## config.mk

```make
export PLATFORM = sky130hd
export DESIGN_NAME = gray_to_binary_converter
export DESIGN_NICKNAME = d
export VERILOG_FILES = /design/src/rtl/gray_to_binary_converter.sv
export SDC_FILE = /design/constraint.sdc
export NUM_CORES = 1
export LEC_CHECK = 0
export ABC_AREA = 1
export BUFFER_PORTS_ARGS = -buffer_cell sky130_fd_sc_hd__buf_4
export CORE_AREA = 2 2 39 41
export CTS_CLUSTER_DIAMETER = 100
export DETAILED_ROUTE_END_ITERATION = 10
export DIE_AREA = 0 0 41 43
export GPL_TIMING_DRIVEN = 0
export PLACE_DENSITY = 0.62
export REMOVE_ABC_BUFFERS = 1
export SLEW_MARGIN = 25
export SYNTH_ARGS = -nofsm -noshare
export SYNTH_HDL_FRONTEND = slang
export SYNTH_SLANG_ARGS = --single-unit
```

## constraint.sdc

```tcl
create_clock -name clk -period 2.69 [get_ports clk]
set_input_delay 0.1345 -clock clk [delete_from_list [all_inputs] [get_ports clk]]
set_output_delay 0.1345 -clock clk [all_outputs]
set_load 0.005 [all_outputs]
```

## src/rtl/gray_to_binary_converter.sv

```systemverilog
// Registered Gray-to-binary converter with a valid-qualified pipeline and a
// monitor that flags input steps changing more than one bit.
module gray_to_binary_converter #(
  parameter int WIDTH   = 4,
  parameter int LATENCY = 1
) (
  input  logic             clk,
  input  logic             rst,
  input  logic             in_valid,
  input  logic [WIDTH-1:0] gray_in,
  output logic             out_valid,
  output logic [WIDTH-1:0] binary_out,
  output logic             step_error
);

  logic [WIDTH-1:0]   conv;
  logic [WIDTH-1:0]   diff;
  logic               step_bad;
  logic [WIDTH-1:0]   prev_q, prev_d;
  logic               has_prev_q, has_prev_d;
  logic [LATENCY-1:0] valid_q, valid_d;
  logic [LATENCY-1:0] err_q, err_d;
  logic [WIDTH-1:0]   data_q [LATENCY];
  logic [WIDTH-1:0]   data_d [LATENCY];

  always_comb begin
    conv = '0;
    conv[WIDTH-1] = gray_in[WIDTH-1];
    for (int k = WIDTH - 2; k >= 0; k--) begin
      conv[k] = conv[k+1] ^ gray_in[k];
    end
  end

  // diff & (diff-1) is nonzero exactly when more than one bit differs.
  assign diff     = gray_in ^ prev_q;
  assign step_bad = has_prev_q && ((diff & (diff - WIDTH'(1))) != '0);

  always_comb begin
    prev_d     = prev_q;
    has_prev_d = has_prev_q;
    valid_d    = '0;
    err_d      = err_q;
    data_d     = data_q;

    valid_d[0] = in_valid;
    if (in_valid) begin
      data_d[0]  = conv;
      err_d[0]   = step_bad;
      prev_d     = gray_in;
      has_prev_d = 1'b1;
    end

    // Later stages only load payload when the valid arriving from upstream is set.
    for (int s = 1; s < LATENCY; s++) begin
      valid_d[s] = valid_q[s-1];
      if (valid_q[s-1]) begin
        data_d[s] = data_q[s-1];
        err_d[s]  = err_q[s-1];
      end
    end
  end

  always_ff @(posedge clk) begin
    if (rst) begin
      prev_q     <= '0;
      has_prev_q <= 1'b0;
      valid_q    <= '0;
      err_q      <= '0;
      for (int s = 0; s < LATENCY; s++) begin
        data_q[s] <= '0;
      end
    end else begin
      prev_q     <= prev_d;
      has_prev_q <= has_prev_d;
      valid_q    <= valid_d;
      err_q      <= err_d;
      for (int s = 0; s < LATENCY; s++) begin
        data_q[s] <= data_d[s];
      end
    end
  end

  assign out_valid  = valid_q[LATENCY-1];
  assign binary_out = data_q[LATENCY-1];
  assign step_error = valid_q[LATENCY-1] & err_q[LATENCY-1];

endmodule

```

==> impl_metrics.sql <==
INSERT INTO impl_metrics (metric_group, metric, value, unit) VALUES
('run_status', 'outcome', 'finished, final reports clean', ''),
('cells_and_area', 'finalNetCount', '99', ''),
('hold_path', 'timing.hold.worst.start', 'rst', ''),
('critical_path', 'critPathRequiredTime', '2890', 'ps'),
('critical_path', 'critPathCaptureType', 'flip-flop', ''),
('clock_network', 'hold_buffers', '0', ''),
('logic_synthesis', 'mappedNetlistArea', '497', 'um2'),
('route', 'highest_layer', 'met4', ''),
('cells_and_area', 'layout-drive-gt1-share', '20.9', '%'),
('critical_path', 'worstSetupPathType', 'reg -> reg', ''),
('clock_network', 'postCtsResizedCells', '0', ''),
('clock_network', 'clkSlewWorstSetupHoldPaths', '70', 'ps'),
('place', 'routabilityCongestion', '0.740', ''),
('critical_path', 'startpoint_type', 'flip-flop', ''),
('power', 'switching_share', '25.5', '%'),
('route', 'wire_per_inst', '8.99', 'um'),
('clock_network', 'cts-buffers-inserted', '3', ''),
('route', 'detailed_router_iteration_count_before_antenna_repair', '4', ''),
('critical_path', 'critical_path.reg2reg.startpoint', 'prev_q[0]', ''),
('place', 'numPortBuffers', '12', ''),
('route', 'detail_route.wirelength', '962', 'um'),
('floorplanning', 'core', '1380', 'um2'),
('critical_path', 'startpoint_of_the_worst_setup_timing_path', 'prev_q[0]', ''),
('clock_network', 'clock_insertion_delay_worst_skew', '260', 'ps'),
('power', 'power_frac_seq', '45.6', '%'),
('power', 'irDropWorstVdd', '230', 'uV'),
('logic_synthesis', 'synth_enable_flop_cells', '0', ''),
('logic_synthesis', 'netlist-cell-type-count', '13', ''),
('logic_synthesis', 'synthesis.area_per_instance', '6.37', 'um2'),
('route', 'wl_met1', '408', 'um'),
('route', 'ant_nets', '0', ''),
('route', 'post_drt_via_cell_ratio', '4.48', ''),
('floorplanning', 'die_h', '43', 'um'),
('place', 'hpwl', '720', 'um'),
('logic_synthesis', 'seq_area_frac_synth', '40.3', '%'),
('power', 'cellInternalPower', '0.000268', 'W'),
('power', 'p_comb_share', '16.6', '%'),
('sta', 'worstMarginPinSlew', '252', 'ps'),
('sta', 'final.hold.worst_slack', '104', 'ps'),
('logic_synthesis', 'synthesis.instances', '78', ''),
('sta', 'totalNegativeSetupSlack', '0', 'ps'),
('clock_network', 'htree_levels', '1', ''),
('clock_network', 'tritoncts', 'built', ''),
('clock_network', 'cts_root_buf', 'clkbuf_4', ''),
('sta', 'final_period_minus_worst_setup_slack', '968', 'ps'),
('sta', 'fmaxAchievable', '1030', 'MHz'),
('sta', 'finalSetupViolations', '0', ''),
('hold_path', 'min_path_type', 'in -> reg', ''),
('route', 'drcViolationCount', '0', ''),
('place', 'dp_worst_setup_slack', '1690', 'ps'),
('floorplanning', 'rows', '14', ''),
('power', 'power.leakage', '0.339', 'nW'),
('place', 'placedCellCount', '103', ''),
('critical_path', 'worst_ep_arrival_time', '1170', 'ps'),
('logic_synthesis', 'yosysWarningCount', '0', ''),
('power', 'p_sw', '0.0000919', 'W'),
('global_route', 'initial_antenna_violation_count', '0', ''),
('logic_synthesis', 'most_frequent_cell_after_synthesis', 'nand2_1', ''),
('global_route', 'grt_start_max_net_pins', '11', ''),
('logic_synthesis', 'dominantRegCellSynth', 'dfxtp_1', ''),
('global_route', 'first_global_vias', '398', ''),
('route', 'dr.first_iter.drc_count', '9', ''),
('power', 'power.clock.fraction', '37.8', '%'),
('floorplanning', 'design.portCount', '13', ''),
('clock_network', 'buffers_inserted_by_post_cts_timing_repair', '0', ''),
('sta', 'maxSlewViolCount', '0', ''),
('cells_and_area', 'final_core_utilization', '45.3', '%'),
('global_route', 'gr-total-overflow', '0', ''),
('logic_synthesis', 'cell_type_with_the_highest_aggregate_area_in_the_netlist', 'dfxtp_1', ''),
('cells_and_area', 'final.fill_count', '149', ''),
('clock_network', 'clock_sinks', '10', '');
==> cells by family (layout without fill, tap and decap cells) <==
kind of cell | after synthesis | after routing | synth area share [%]
AOI/OAI and AO/OA | 9 | 9 | 10.8
DFF | 10 | 10 | 40.3
and+or+nand+nor | 45 | 45 | 35.3
buffers and inverters | 12 | 25 | 10.1
xor gates and xnor gates | 2 | 2 | 3.53
==> sequential cells by signal (all words and copies together) (netlist names) <==
| register | count |
|---|---|
| prev_q | 4 |
| err_q | 1 |
| binary_out | 3 |
| has_prev_q | 1 |
| out_valid | 1 |
==> layout make-up <==
class / count / area, um2 / area share, %
Clock buffer: 4 / 36.3 / 5.79
Inverter: 9 / 33.8 / 5.39
Timing Repair Buffer: 12 / 90.1 / 14.4
Multi-Input combinational cell: 56 / 246 / 39.3
Sequential cell: 10 / 200 / 31.9
Tap cell: 16 / 20.0 / 3.19
==> routing by layer <==
layer  vias up  GRT usage (%)
met4         0           10.0
met3         2           3.14
met5         -              0
li1        261              -
met2        13           19.1
met1       203           18.1
==> critical path: stages (launching register included) <==
cell     delay [ps]
dfxtp_1         370
inv_1            70
nand2_1          60
nand2_1          60
nand3_1          80
nand2_1          50
nand2_1          70
nand2_1          50
a21oi_1         110
==> cell usage in the layout (no fill, tap or decap) <==
cell      netlist  layout
a211oi_1        1       1
a21oi_1         7       7
buf_4           1      12
clkbuf_4        0       3
clkbuf_8        0       1
dfxtp_1        10      10
inv_1           9       9
nand2_1        37      37
nand2_2         2       2
nand3_1         1       1
nor2_1          5       5
o21bai_2        1       1
xor2_1          2       2
==> power groups by stage <==
stage / combinational, W / clock [W] / sequential [W]
global placement: 0.0000588 / 0 / 0.000167
floorplan: 0.0000330 / 0 / 0.000167
detailed placement: 0.0000598 / 0 / 0.000168
global route: 0.0000682 / 0.000149 / 0.000166
finish: 0.0000596 / 0.000136 / 0.000164
CTS: 0.0000602 / 0.000140 / 0.000164
==> per-stage QoR <==
| stage | area [um2] | power (W) |
|---|---|---|
| 6_report | 627 | 0.000360 |
| 3_3_place_gp | 591 | 0.000226 |
| 5_1_grt | 627 | 0.000383 |
| 3_5_place_dp | 591 | 0.000228 |
| 4_1_cts | 627 | 0.000364 |
| 2_1_floorplan | 480 | 0.000200 |
==> final timing paths <==
check                    end  cells past startpoint
setup / recovery       err_q                      8
hold / removal     prev_q[0]                      2
setup reg to reg       err_q                      8
hold reg to reg   has_prev_q                      2
Power figures use the tool's default switching activity.
